--- src/rtl/ref_scan_ctrl_pkg.sv ---
// Shared types and constants for the reference-channel scan controller.
// State encoding, table entry layout and channel-mask helpers.
package ref_scan_ctrl_pkg;

  localparam int NCH        = 3;
  localparam int TO_CYC_DEF = 1024;
  localparam int DPOT_W     = 8;
  localparam int DAC_W      = 16;

  localparam logic [DPOT_W-1:0] DPOT_RST = 8'h80;
  localparam logic [DAC_W-1:0]  DAC_RST  = 16'h0000;

  typedef enum logic [3:0] {
    IDLE,
    SEL,
    DPOT_REQ,
    DPOT_WAIT,
    DAC_REQ,
    DAC_WAIT,
    DWELL,
    NEXT,
    DRAIN
  } state_t;

  typedef struct packed {
    logic [DPOT_W-1:0] dpot;
    logic [DAC_W-1:0]  dac;
  } entry_t;

  // lowest set bit of a channel mask (0 if empty)
  function automatic logic [1:0] low_ch(input logic [2:0] m);
    low_ch = 2'd0;
    for (int i = NCH - 1; i >= 0; i--)
      if (m[i]) low_ch = 2'(i);
  endfunction

  // mask bits strictly above channel c
  function automatic logic [2:0] above(input logic [2:0] m,
                                       input logic [1:0] c);
    above = '0;
    for (int i = 0; i < NCH; i++)
      if (i > int'(c)) above[i] = m[i];
  endfunction

endpackage

--- src/rtl/ref_scan_ctrl_scan_timer.sv ---
// Loadable saturating down-counter shared by dwell and timeout.
// zero is high while the count is exhausted.
module scan_timer
  import ref_scan_ctrl_pkg::*;
#(
  parameter int W = 16
) (
  input  logic         clk,
  input  logic         rst,
  input  logic         load,
  input  logic [W-1:0] load_val,
  output logic         zero
);

  logic [W-1:0] cnt;

  // load has priority, otherwise count down to zero and hold
  always_ff @(posedge clk) begin
    if (rst) begin
      cnt <= '0;
    end else if (load) begin
      cnt <= load_val;
    end else if (cnt != '0) begin
      cnt <= cnt - W'(1);
    end
  end

  assign zero = (cnt == '0);

endmodule

--- src/rtl/ref_scan_ctrl.sv ---
// Scans enabled REF channels: program digipot, then DAC, then dwell
// on the analog mux; optional looping, stop draining, transfer timeout.
module ref_scan_ctrl
  import ref_scan_ctrl_pkg::*;
#(
  parameter int DWELL_W = 16,
  parameter int TO_CYC  = TO_CYC_DEF
) (
  input  logic               clk,
  input  logic               rst,
  input  logic               cfg_we,
  input  logic [1:0]         cfg_ch,
  input  logic [DPOT_W-1:0]  cfg_dpot,
  input  logic [DAC_W-1:0]   cfg_dac,
  input  logic [2:0]         ch_en,
  input  logic [DWELL_W-1:0] dwell,
  input  logic               loop,
  input  logic               start,
  input  logic               stop,
  input  logic               dpot_done,
  input  logic               dac_done,
  output logic               dpot_start,
  output logic [1:0]         dpot_sel,
  output logic [DPOT_W-1:0]  dpot_data,
  output logic               dac_start,
  output logic [DAC_W-1:0]   dac_data,
  output logic [2:0]         mux_ref,
  output logic               busy,
  output logic [1:0]         cur_ch,
  output logic               pass_done,
  output logic               err
);

  localparam int TOW = $clog2(TO_CYC) + 1;
  localparam int TW  = (DWELL_W > TOW) ? DWELL_W : TOW;
  localparam logic [TW-1:0] TO_LD = TW'(TO_CYC - 1);

  state_t       state, nxt;
  logic [1:0]   nxt_ch;
  logic         nxt_pend, pend_dac;
  logic         tload, tzero;
  logic [TW-1:0] tval, dwell_ld;
  logic         set_pd, set_err, clr_err, latch;
  logic [2:0]   up;
  entry_t       tbl [NCH];

  assign dwell_ld = (dwell == '0) ? '0 : TW'(dwell) - TW'(1);
  assign up       = above(ch_en, cur_ch);

  scan_timer #(.W(TW)) u_tmr (
    .clk      (clk),
    .rst      (rst),
    .load     (tload),
    .load_val (tval),
    .zero     (tzero)
  );

  // next-state, timer control and event strobes
  always_comb begin
    nxt      = state;
    nxt_ch   = cur_ch;
    nxt_pend = pend_dac;
    tload    = 1'b0;
    tval     = '0;
    set_pd   = 1'b0;
    set_err  = 1'b0;
    clr_err  = 1'b0;
    latch    = 1'b0;
    unique case (state)
      IDLE: begin
        if (start) begin
          clr_err = 1'b1;
          if (ch_en != '0) begin
            nxt    = SEL;
            nxt_ch = low_ch(ch_en);
          end else begin
            set_pd = 1'b1;
          end
        end
      end
      SEL: begin
        if (stop) begin
          nxt = IDLE;
        end else begin
          latch = 1'b1;
          nxt   = DPOT_REQ;
        end
      end
      DPOT_REQ: begin
        tload    = 1'b1;
        tval     = TO_LD;
        nxt_pend = 1'b0;
        nxt      = stop ? DRAIN : DPOT_WAIT;
      end
      DPOT_WAIT: begin
        if (dpot_done) begin
          nxt = stop ? IDLE : DAC_REQ;
        end else if (stop) begin
          nxt = DRAIN;
        end else if (tzero) begin
          set_err = 1'b1;
          nxt     = IDLE;
        end
      end
      DAC_REQ: begin
        tload    = 1'b1;
        tval     = TO_LD;
        nxt_pend = 1'b1;
        nxt      = stop ? DRAIN : DAC_WAIT;
      end
      DAC_WAIT: begin
        if (dac_done) begin
          if (stop) begin
            nxt = IDLE;
          end else begin
            nxt   = DWELL;
            tload = 1'b1;
            tval  = dwell_ld;
          end
        end else if (stop) begin
          nxt = DRAIN;
        end else if (tzero) begin
          set_err = 1'b1;
          nxt     = IDLE;
        end
      end
      DWELL: begin
        if (stop)       nxt = IDLE;
        else if (tzero) nxt = NEXT;
      end
      NEXT: begin
        if (stop) begin
          nxt = IDLE;
        end else if (up != '0) begin
          nxt    = SEL;
          nxt_ch = low_ch(up);
        end else begin
          set_pd = 1'b1;
          if (loop && ch_en != '0) begin
            nxt    = SEL;
            nxt_ch = low_ch(ch_en);
          end else begin
            nxt = IDLE;
          end
        end
      end
      DRAIN: begin
        if (pend_dac ? dac_done : dpot_done) begin
          nxt = IDLE;
        end else if (tzero) begin
          set_err = 1'b1;
          nxt     = IDLE;
        end
      end
      default: nxt = IDLE;
    endcase
  end

  // state, channel, flags, latched transfer words and channel table
  always_ff @(posedge clk) begin
    if (rst) begin
      state     <= IDLE;
      cur_ch    <= '0;
      pend_dac  <= 1'b0;
      pass_done <= 1'b0;
      err       <= 1'b0;
      dpot_data <= '0;
      dac_data  <= '0;
      for (int i = 0; i < NCH; i++)
        tbl[i] <= '{dpot: DPOT_RST, dac: DAC_RST};
    end else begin
      state     <= nxt;
      cur_ch    <= nxt_ch;
      pend_dac  <= nxt_pend;
      pass_done <= set_pd;
      if (set_err)      err <= 1'b1;
      else if (clr_err) err <= 1'b0;
      if (latch) begin
        dpot_data <= tbl[cur_ch].dpot;
        dac_data  <= tbl[cur_ch].dac;
      end
      if (cfg_we && cfg_ch != 2'd3)
        tbl[cfg_ch] <= '{dpot: cfg_dpot, dac: cfg_dac};
    end
  end

  assign busy       = (state != IDLE);
  assign dpot_start = (state == DPOT_REQ);
  assign dac_start  = (state == DAC_REQ);
  assign dpot_sel   = cur_ch;
  assign mux_ref    = (state == DWELL) ? (3'b001 << cur_ch) : 3'b000;

endmodule

--- config.mk ---
export PLATFORM = sky130hd
export DESIGN_NAME = ref_scan_ctrl
export DESIGN_NICKNAME = d
export VERILOG_FILES = /design/src/rtl/ref_scan_ctrl_pkg.sv /design/src/rtl/ref_scan_ctrl_scan_timer.sv /design/src/rtl/ref_scan_ctrl.sv
export SDC_FILE = /design/constraint.sdc
export NUM_CORES = 1
export LEC_CHECK = 0
export ABC_AREA = 1
export CAP_MARGIN = 20
export CORE_MARGIN = 10
export CORE_UTILIZATION = 47
export DETAILED_ROUTE_END_ITERATION = 10
export PLACE_DENSITY = 0.69
export SYNTH_ARGS = -nofsm -noshare
export SYNTH_HDL_FRONTEND = slang
export SYNTH_SLANG_ARGS = --single-unit
--- constraint.sdc ---
create_clock -name clk -period 2.1 [get_ports clk]
set_input_delay 0.42 -clock clk [delete_from_list [all_inputs] [get_ports clk]]
set_output_delay 0.42 -clock clk [all_outputs]
set_load 0.02 [all_outputs]
Word level (Yosys, flattened, before mapping)
Memories as Yosys holds them, arrays and structs flattened. A register that Yosys moved wholly into a read port is not among the register bits. Index checks and enable logic that the tools add are counted.

Register bits: 25. Memory bits (writable): 72. Memories kept: 1.

Add/sub/neg operators: 2. $lt $le $gt $ge: 2. Equal/unequal tests: 14. Shift operators: 1. Multiplexer cells: 67. Reduce and logical (&&, ||, !) cells: 17.

Memory list: tbl (depth 3, width 24, rd ports 1, clocked after Yosys merged registers in 1, wr ports 3, RTL line ref_scan_ctrl.sv:45) `entry_t tbl [NCH];`.

Operators with widths (number): 16-bit two-way mux (5); 4-bit two-way mux (11); 4-bit one-hot mux with 9 select lines (1); 16-bit logical NOT (2); 16-bit one-hot mux with 2 select lines (1); 16-bit by 1-bit subtractor with 16-bit output (second input constant) (2); 1-bit two-way mux (28); 2-bit two-way mux (12); 24-bit two-way mux (1); 24-bit OR reduction (1); 4-bit by 3-bit == test with 1-bit output (second input constant) (4); 16-bit nonzero test (1); 3-bit two-way mux (3); 4-bit by 2-bit == test with 1-bit output (second input constant) (2); 2-bit inequality test (second input constant) (4); 2-bit nonzero test (4); 3-bit inequality test (second input constant) (2); 1-bit one-hot mux with 2 select lines (3); 3-bit nonzero test (2); 5-bit AND reduction (1); 4-bit by 1-bit == test with 1-bit output (second input constant) (1); 4-bit == test (second input constant) (1); 4-bit logical NOT (1); 2-bit one-hot mux with 2 select lines (1); 8 further kinds (9).

Depth between registers and ports, before layout
Gate-level depths: netlist of run 1.

Depth in word-level cells: 7. Gate-level depth with buffers: 12. Mapped depth without buffers: 12.

Modules after synthesis
A second synthesis of run 1 with hierarchy kept.

Cell total of the unflattened synthesis: 807. Area total of the unflattened synthesis: 7030.5 µm².

Modules (own cells, without submodules): ref_scan_ctrl (times used 1, cells an instance 629, area an instance 5901.9 µm², sequential area each 3543.4 µm²); scan_timer (times used 1, cells an instance 178, area an instance 1128.6 µm², sequential area each 320.3 µm²).

Worst setup path before layout of run 1
OpenSTA, ideal clock, no wires.

Kind: input -> register. Start point: input rst. End point: memory tbl[0][0] (netlist bit) (enable). Arrival: 1642 ps. Data required time: 1719 ps. Setup slack: 77 ps. Stages on the path: 6. Buffers on the path: 1. Cell sequence: inv_1 > o211ai_1 > nor3_1 > inv_1 > buf_2 > nand2_1.

RTL lines: start: declaration (RTL line ref_scan_ctrl.sv:10) `input logic rst,`; end: declaration (RTL line ref_scan_ctrl.sv:45).

Worst setup path after layout of run 1
Start point: register state[3]. End point: output dpot_start.

Word-level cells in the longest chain between the ends: 1.

Ends and longest elaborated chain: start: declaration (RTL line ref_scan_ctrl.sv:38) `state_t state, nxt;`; start signal: assignment (RTL line ref_scan_ctrl.sv:172) `state <= nxt;`; 4-bit by 2-bit == test with 1-bit output (RTL line ref_scan_ctrl.sv:188) `assign dpot_start = (state == DPOT_REQ);`; end: declaration (RTL line ref_scan_ctrl.sv:22) `output logic dpot_start,`.

Every way passes these cells.

==> summary.md, run 1 <==
| Metric | Value |
|---|---|
| Status | `completed` |
| Category of the worst setup path launch point | `flip-flop` |
| Skew final | `between 0.01 and 0.015 ns` |
| Final GP Congestion | `between 0.9 and 1` |
| Worst-path cell chain | `inv_2 -> nand2_1 -> nor2_2 -> dlygate4sd2_1` |
| Worst path slowest cell | `dlygate4sd2_1` |
| Sw frac | `32.5%` |
| Layout cell share with drive strength beyond 1 | `a little over a tenth` |
| Hold path cells | `2` |
| Antenna cells | `0` |
| Crit path DAT | `between 1.5 and 2 ns` |
| Cells after Synth | `834` |
| Tcrit/Tclk final | `between 90% and 100%` |
| Grt total ovfl | `0` |
| Routed vias | `approximately 6.0k` |
| Post-route worst setup slack | `approximately 0.11 ns` |
| Final slew viol count | `0` |
| Final min period | `1.99 ns` |
| # setup viols final | `0` |
| Die Y | `between 100 and 150 um` |
| Core area | `14600 sq um` |
| MaxCap Viol Count | `0` |
| Mapped cell area | `about 7000 sq um` |
| Filler Cell Count | `between 1k and 1.5k` |
| R2r startpoint | `cur_ch[0]` |
| Final hold violation count | `0` |
| H-tree Lvls | `4` |
| Final core occ | `approximately three fifths` |
| Yosys cell types | `34` |
| Initial antenna violation count | `0` |
| Setup repair after global routing missed its margin | `false` |
| HP Start | `err` |
| WP buf/inv | `2` |
| Worst path required time | `1.68 ns` |
| Pre-CTS setup slack | `-0.0310 ns` |
| Placed cell area | `8440 sq um` |
| Chip width | `approximately 140 um` |
| Hold endpoint | `err` |
| Seq/Total Area, Yosys | `around 55%` |
| Root buffer cell | `clkbuf_16` |
| Worst-path fanout max | `4` |
| IO Pins | `around 90` |
| Clk sink count | `between 100 and 150` |
| # port buffers | `88` |
| Cts bufs inserted | `17` |
| Vias in the first global route | `between 5k and 6k` |
| Worst Setup End Kind | `primary output` |
| Synth warn | `0` |
| Peak VDD IR | `about 0.59 mV` |
| Setup CP Type | `reg2out` |
| Synth top area share | `between 40% and 50%` |
| FP Rows | `between 40 and 50` |
| Largest net degree at the start of global routing | `50` |
| Pint | `approximately 5.9 mW` |
| Reg2reg path depth | `5` |
| Dpl hpwl | `approximately 13000 um` |
| Slew headroom | `61.7%` |
| Reg-to-Reg End | `dac_data[7]` |
| CTS tree | `yes` |
| Leading area contributor after synthesis | `edfxtp_1` |
| FF+latch count, synth | `around 150` |
| Crit path max-delay family | `buffers and inverters` |
| Clk pwr share | `between 30% and 40%` |
| Reported net switching power | `approximately 2.8 mW` |
| CTS Hold Bufs | `0` |
| Post-DRT Antenna Nets | `0` |
| Via density | `just over 5` |
| Initial Util | `48.0%` |
| Postcts setup bufs | `0` |
| Reg clk slew, reported paths | `0.06 ns` |
| Type of the tightest min-delay check | `reg2reg` |
| Starting DRT DRC Count | `447` |
| Clock latency on the worst-skew pair | `0.42 ns` |
| Max Freq | `between 500 and 600 MHz` |
| DRC | `0` |
| GR Util All Layers | `18.5%` |
| Final WL | `roughly 18000 um` |
| Nets | `1036` |
| R2R setup slack | `~0.35 ns` |
| Non-Filler Cell Area, Final | `around 9000 sq um` |
| Layout area overhead | `28.5%` |
| Leakage | `between 3 and 4 nW` |
| Sequential power share | `between 40% and 50%` |
| First-pass DRT Iterations | `5` |
| First-pass GRT wire length | `29800 um` |
| Worst path max stage delay | `0.37 ns` |
| Cell area power density | `969 nW/um^2` |
| Comb power frac | `between 20% and 30%` |
| Max Buffers Root-to-Sink | `2` |
| Largest cells by area after synthesis | `edfxtp_1 41%, dfxtp_1 14%, nor2_1 11%` |
| Wire per inst | `~16 um` |
| Mapped Avg Cell Area | `about 8.4 sq um` |
| Full die area | `about 20000 sq um` |
| Worst-Margin Slew | `0.572 ns` |
==> final cells by class <==
type | instances | area [sq um] | area share, %
sequential | 145 | 3860 | 43.0
multi-input combinational | 590 | 2750 | 30.5
timing repair buffer | 134 | 1260 | 14.0
clock buffer | 19 | 443 | 4.92
inverter | 92 | 345 | 3.84
tap | 184 | 230 | 2.56
clock inverter | 13 | 108 | 1.20
==> Yosys cell counts, drive strengths merged <==
master and count:
clkinv 1, nand3 35, buf 17, nor2 221, xnor2 2, o21bai 1
a21oi 15, dfxtp 49, nand4 4, o21a 1, inv 91, nor3 5
a211oi 1, a22oi 23, o22ai 1, ha 3, clkbuf 13, xor2 10
nand2 148, a31oi 23, o211ai 1, nand3b 5, edfxtp 96, conb 1
and2 1, o21ai 65, a221oi 1
==> worst register-to-register path, delay by kind of cell, from the launching register on <==
| family | cells | cell delay [ns] |
|---|---|---|
| simple gates | 1 | 0.12 |
| compound gates | 2 | 0.41 |
| flops | 1 | 0.46 |
| buf+inv | 2 | 0.64 |
==> metrics by stage <==
stage | std cells | power, mW | TNS, ns | hold slack, ns
after floorplan | 857 | 5.13 | 0 | 0.453
after global placement | 1144 | 5.89 | 0 | 0.455
after detailed placement | 1144 | 5.91 | -0.277 | 0.477
after CTS | 1176 | 8.73 | 0 | 0.485
after global routing | 1177 | 9.25 | 0 | 0.495
final | 1177 | 8.72 | 0 | 0.478
==> placed cells by master, fill, tap and decap left out, types with 2 or more instances in the layout <==
cell             count
xor2_1              10
nand3_1             35
inv_2                6
o21ai_0             65
inv_6                4
nand3b_1             5
edfxtp_1            96
nand2_1            140
nor2_2               7
clkinv_2             4
dfxtp_1             48
clkinvlp_4           2
xnor2_1              2
nand4_1              4
a21oi_1             15
nor2_1             208
nor2_4               6
a31oi_1             23
nor3_1               3
clkbuf_16           17
buf_12               3
nand2_2              8
conb_1              24
inv_1               85
ha_1                 3
clkdlybuf4s50_1     82
clkinv_1             3
buf_4               42
dlygate4sd2_1        2
a22oi_1             23
==> power groups by stage <==
| stage | clock network (mW) | logic (mW) | registers (mW) |
|---|---|---|---|
| after floorplan | 0 | 1.53 | 3.60 |
| after global placement | 0 | 2.31 | 3.58 |
| after detailed placement | 0 | 2.32 | 3.59 |
| after CTS | 2.86 | 2.33 | 3.53 |
| after global routing | 3.01 | 2.67 | 3.57 |
| final | 2.84 | 2.35 | 3.54 |
==> cells by family after synthesis <==
logic type	Yosys count	synth area share (%)
AOI/OAI and AO/OA	132	10.9
xor gates and xnor gates	12	1.50
adders and majority gates	3	0.536
buffers and inverters	122	7.00
DFF	145	55.2
other	1	0.0536
and+or+nand+nor	419	24.8
==> registers in the layout (all words and copies together), names as in the netlist <==
name       count
cur_ch         2
dac_data      16
dpot_data      8
err            1
pass_done      1
pend_dac       1
state          4
tbl           96
u_tmr.cnt     16
==> worst max path at each step <==
stage	startpoint	end	slack [ns]	cells after the start
after floorplan	rst	tbl[0][0]	0.08	6
after global placement	rst	tbl[0][20]	0.02	7
after detailed placement	rst	tbl[0][19]	-0.03	7
after CTS	state[2]	mux_ref[0]	0.01	5
after global routing	state[2]	dpot_start	0.0004	4
final	state[3]	dpot_start	0.11	4
==> routing by layer <==
metal  up-vias  GRT usage [%]  wire length (um)
met5         -              0                 0
met3        16           4.87              1310
met1      2758           24.2              8200
met2       222           29.6              8680
li1       3020              -                 -
met4         0           5.22               148
==> what timing repair did <==
action | in CTS | in global routing
resized for setup | 12 | 7
endpoints found under the setup margin | 6 | 5
cloned | 0 | 0
No activity file was read; power rests on OpenSTA's default activity.
==> inputs of run 2 (changes only) <==
- SKIP_LAST_GASP: unset -> 1
==> run 2 against run 1 <==
Final cell count is the same. Non-clock buffer count is the same. Sequential share of layout area is essentially flat. Clock skew shrank 0.0021 ns. Register-to-register slack gained 0.02 ns. Worst hold slack lost 0.0028 ns. Global-route usage is the same. Count of clock-buffer cells in the layout is the same. Largest cell class unchanged. Largest power group unchanged.
==> summary.md, run 2 (synthesis gave the netlist of run 1 again) <==
| Metric | Value |
|---|---|
| Postcts setup bufs | `0` |
| Chip width | `142 um` |
| DRC | `0` |
| # resized after CTS | `9` |
| Reg clk slew, reported paths | `about 0.06 ns` |
| Filler Cell Count | `between 1k and 1.5k` |
| Max Freq | `just over 500 MHz` |
| Clk sink count | `roughly 150` |
| Worst path slowest cell | `dlygate4sd2_1` |
| Hold path cells | `2` |
| Leakage | `~3.9 nW` |
| Worst path max stage delay | `~0.37 ns` |
| Slew headroom | `61.9%` |
| Root buffer cell | `clkbuf_16` |
| Final min period | `about 2.0 ns` |
| Largest net degree at the start of global routing | `50` |
| H-tree Lvls | `4` |
| First-pass DRT Iterations | `5` |
| Grt total ovfl | `0` |
| Die Y | `142 um` |
| Clock latency on the worst-skew pair | `0.42 ns` |
| MaxCap Viol Count | `0` |
| Reg-to-Reg End | `dac_data[7]` |
| Top Registers | `tbl x96, dac_data x16, u_tmr.cnt x16` |
| Setup repair after global routing missed its margin | `true` |
| Worst-path cell chain | `inv_1 -> nand2_1 -> nor2_2 -> dlygate4sd2_1` |
| Setup CP Type | `reg2out` |
| Hold endpoint | `err` |
| Type of the tightest min-delay check | `reg2reg` |
| Category of the worst setup path launch point | `flip-flop` |
| HP Start | `err` |
| Most flop-heavy register | `tbl` |
| Crit path DAT | `about 1.6 ns` |
| Cell area power density | `970 nW/um^2` |
| R2r startpoint | `cur_ch[0]` |
| Initial antenna violation count | `0` |
| IO Pins | `roughly 90` |
| Total Power | `8.72 mW` |
| Layout area overhead | `28.4%` |
| Nets | `roughly 1.0k` |
| Antenna cells | `0` |
| Non-Filler Cell Area, Final | `approximately 9000 sq um` |
| Max Buffers Root-to-Sink | `2` |
| Final slew viol count | `0` |
| Skew final | `between 0.008 and 0.009 ns` |
| Final hold violation count | `0` |
| Reg2reg path depth | `5` |
| Core area | `14600 sq um` |
| CTS Hold Bufs | `0` |
| Status | `completed` |
| Worst Setup End Kind | `primary output` |
| Post-DRT Antenna Nets | `0` |
| Setup TNS Final | `0 ns` |
| Placed cell area | `approximately 8400 sq um` |
| Layout Cells excl Fill | `1177` |
| Commonest non-fill, non-tap cells in the layout | `208 x nor2_1, 140 x nand2_1, 96 x edfxtp_1, 85 x inv_1, 82 x clkdlybuf4s50_1` |
| CTS tree | `yes` |
| GR Util All Layers | `a little under a fifth` |
| FP Rows | `44` |
| Worst-Margin Slew | `approximately 0.57 ns` |
| First-pass GRT wire length | `slightly below 30000 um` |
| Final GP Congestion | `between 0.9 and 1` |
| Worst-path fanout max | `5` |
| Routed vias | `about 6.0k` |
| Final WL | `18400 um` |
| Post-route worst setup slack | `about 0.11 ns` |
| # setup viols final | `0` |
| Commonest non-fill, non-tap cell in the layout | `nor2_1` |
| Max FFs per register | `96` |
| Pre-CTS setup slack | `-0.0310 ns` |
| Via density | `5.09` |
| Tcrit/Tclk final | `94.6%` |
| Starting DRT DRC Count | `447` |
| Vias in the first global route | `roughly 6.0k` |
| R2R setup slack | `0.37 ns` |
| Dpl hpwl | `around 13000 um` |
| Wire per inst | `roughly 16 um` |
| Crit path max-delay family | `buffers and inverters` |
| Layout cell share with drive strength beyond 1 | `a little over a tenth` |
| Worst path required time | `about 1.7 ns` |
| Full die area | `a little over 20000 sq um` |
| Peak VDD IR | `between 0.5 and 0.6 mV` |
| Cells after DPL | `~1.1k` |
| Initial Util | `roughly 48%` |
| WP buf/inv | `2` |
| Cts bufs inserted | `17` |
| # port buffers | `roughly 90` |
==> run 2: through the flow <==
stage / hold slack [ns] / util [%]
after floorplan: 0.453 / -
after global placement: 0.455 / 57.8
after detailed placement: 0.477 / 57.8
after CTS: 0.485 / 61.6
after global routing: 0.495 / 61.6
final: 0.476 / 61.6
==> run 2: how the worst max path moves through the flow <==
stage	start	to	slack, ns	cells after the start
final	state[2]	dpot_start	0.11	4
after global routing	state[0]	mux_ref[2]	-0.05	6
after CTS	state[2]	mux_ref[1]	-0.02	5
after detailed placement	rst	tbl[0][19]	-0.03	7
after global placement	rst	tbl[0][20]	0.02	7
after floorplan	rst	tbl[0][0]	0.08	6
==> run 2: layout make-up <==
type / count / area [sq um] / area share [%]
Clock buffer: 19 / 443 / 4.93
Multi-Input combinational cell: 590 / 2740 / 30.5
Tap cell: 184 / 230 / 2.56
Sequential cell: 145 / 3860 / 43.0
Clock inverter: 13 / 108 / 1.20
Timing Repair Buffer: 134 / 1260 / 14.0
Inverter: 92 / 345 / 3.84
==> run 2: tightest hold or removal path, stage by stage, from the launching register on <==
cell	delay [ns]
dfxtp_1	0.31
nand2_1	0.06
a21oi_1	0.06
==> run 2: power breakdown <==
group          switching, mW  leakage, nW  internal [mW]
Sequential             0.183         1.34           3.35
Clock                   1.18        0.269           1.66
Combinational           1.46         2.27          0.881
Total                   2.83         3.87           5.89
==> run 2: layer usage <==
layer	global-route usage, %	up-vias	share of wire (%)
met5	0	-	0
li1	-	3023	-
met1	24.2	2750	45
met2	29.6	203	47
met4	5.22	0	0.75
met3	4.87	14	7.1
==> inputs of run 3 (changes only) <==
- ABC_CLOCK_PERIOD_IN_PS: unset -> 2100
- MAX_ROUTING_LAYER: unset -> met4
==> run 3 against run 2 <==
Clock power up 17%. Register-to-register slack barely moved. Sequential share of layout area decreased by 0.39 points. Largest power group unchanged.
==> summary.md, run 3 (synthesis gave the netlist of run 1 again) <==
| Metric | Value |
|---|---|
| Status | `completed` |
| Layout cell share with drive strength beyond 1 | `roughly 11%` |
| Cell area power density | `1010 nW/um^2` |
| Final WL | `roughly 19000 um` |
| Cts bufs inserted | `17` |
| Vias in the first global route | `just under 6k` |
| IO Pins | `89` |
| GR Util All Layers | `around a fifth` |
| Category of the worst setup path launch point | `flip-flop` |
| Worst-Margin Slew | `~0.55 ns` |
| Worst path required time | `approximately 1.7 ns` |
| Nets | `around 1.0k` |
| Skew final | `about 0.012 ns` |
| Tcrit/Tclk final | `between 90% and 100%` |
| Worst-path fanout max | `4` |
| Slew headroom | `a little over three fifths` |
| Comb power frac | `approximately a quarter` |
| Commonest non-fill, non-tap cell in the layout | `nor2_1` |
| Antenna cells | `0` |
| Pint | `roughly 6.4 mW` |
| Setup CP Type | `reg2out` |
| Type of the tightest min-delay check | `reg2reg` |
| Max Buffers Root-to-Sink | `2` |
| Cells after DPL | `approximately 1.1k` |
| Full die area | `~20000 sq um` |
| Wire per inst | `~16 um` |
| Total Power | `9.21 mW` |
| Initial Util | `48.0%` |
| Layout area overhead | `29.6%` |
| Worst Setup End Kind | `primary output` |
| Worst path max stage delay | `~0.38 ns` |
| Reg clk slew, reported paths | `around 0.060 ns` |
| Postcts setup bufs | `0` |
| First-pass DRT Iterations | `5` |
| Filler Cell Count | `around 1.2k` |
| Setup TNS Final | `0 ns` |
| Largest net degree at the start of global routing | `50` |
| Chip width | `around 140 um` |
| Area occupied by multi-input gates | `2740 sq um` |
| Post-DRT Antenna Nets | `0` |
| Final GP Congestion | `0.948` |
| Most flop-heavy register | `tbl` |
| Clk sink count | `about 150` |
| Peak VDD IR | `around 0.66 mV` |
| FP Rows | `44` |
| H-tree Lvls | `4` |
| Post-route worst setup slack | `~0.11 ns` |
| Grt total ovfl | `0` |
| Setup repair after global routing missed its margin | `false` |
| Dpl hpwl | `~13000 um` |
| Worst path slowest cell | `dlygate4sd2_1` |
| Worst-path cell chain | `inv_2 -> nand2_1 -> nor2_2 -> dlygate4sd2_1` |
| Storage cell area | `between 3000 and 4000 sq um` |
| Core area | `roughly 15000 sq um` |
| Commonest non-fill, non-tap cells in the layout | `208 x nor2_1, 140 x nand2_1, 96 x edfxtp_1, 85 x inv_1, 82 x clkdlybuf4s50_1` |
| Die Y | `142 um` |
| Grt met2 use | `a little under a third` |
| MaxCap Viol Count | `0` |
| Met1 Usage GRT | `a little under a quarter` |
| Initial antenna violation count | `0` |
| Pre-CTS setup slack | `-0.0172 ns` |
| Top Registers | `tbl x96, dac_data x16, u_tmr.cnt x16` |
| Final min period | `between 1.5 and 2 ns` |
| Max FFs per register | `96` |
| GR peak layer | `met2` |
| Starting DRT DRC Count | `approximately 480` |
| Sw frac | `31.0%` |
| Crit path DAT | `approximately 1.6 ns` |
| Sequential power share | `38.4%` |
| Final hold violation count | `0` |
| WP buf/inv | `2` |
| # setup viols final | `0` |
| Reported net switching power | `approximately 2.9 mW` |
| Leakage | `approximately 4 nW` |
| Routed vias | `6026` |
| Max Freq | `about 500 MHz` |
| Final slew viol count | `0` |
| Crit path max-delay family | `buffers and inverters` |
| GR Layer Usage met3 | `a little over 4%` |
| CTS tree | `yes` |
| First-pass GRT wire length | `approximately 30000 um` |
| Layout Cells excl Fill | `roughly 1.2k` |
| Via density | `~5` |
| Clock latency on the worst-skew pair | `~0.43 ns` |
| # port buffers | `~90` |
| Root buffer cell | `clkbuf_16` |
| DRC | `0` |
| Clk pwr share | `approximately 36%` |
run 3: area by class of cell:
class / count / share of cell area [%]
Clock buffer: 17 / 4.69
Clock inverter: 15 / 2.50
Inverter: 92 / 3.81
Multi-Input combinational cell: 590 / 30.2
Sequential cell: 145 / 42.6
Tap cell: 184 / 2.54
Timing Repair Buffer: 134 / 13.6
run 3: path summary, 6_finish.rpt:
check                    start            to  slack [ns]  cells after the start
hold reg to reg            err           err        0.46                      2
hold / removal             err           err        0.46                      2
setup / recovery      state[3]    dpot_start        0.11                      4
setup reg to reg  u_tmr.cnt[0]  u_tmr.cnt[1]        0.36                      9
run 3: timing repair:
item	4_1_cts	5_1_grt
gates resized for setup	8	8
hold buffers	0	0
pin swaps	0	0
endpoints found under the setup margin	6	4
run 3: metal layers:
layer,up-vias,routed length (um)
met3,28,1170
met5,-,0
met2,191,9050
met1,2795,8050
met4,0,285
li1,3012,-
run 3: power groups by stage:
stage          combinational [mW]  sequential, mW  clock [mW]
6_report                     2.34            3.54        3.33
4_1_cts                      2.34            3.53        3.37
2_1_floorplan                1.53            3.60           0
3_3_place_gp                 2.30            3.58           0
3_5_place_dp                 2.32            3.59           0
5_1_grt                      2.67            3.57        3.48
run 3: per-stage QoR:
stage | hold slack (ns) | util, % | cell area (sq um)
after floorplan | 0.453 | - | 7090
after global placement | 0.453 | 57.8 | 8430
after detailed placement | 0.456 | 57.8 | 8430
after CTS | 0.465 | 62.2 | 9070
after global routing | 0.479 | 62.2 | 9070
final | 0.463 | 62.2 | 9070
run 3: worst reg2reg max path, cell delays in order (launching register included):
cell and delay, ns:
dfxtp_1 0.33, inv_1 0.12, ha_1 0.25, inv_1 0.06
nor2_1 0.09, nand4_1 0.09, nor2_2 0.26, nand2_2 0.17
o21ai_0 0.19, nor2_1 0.06
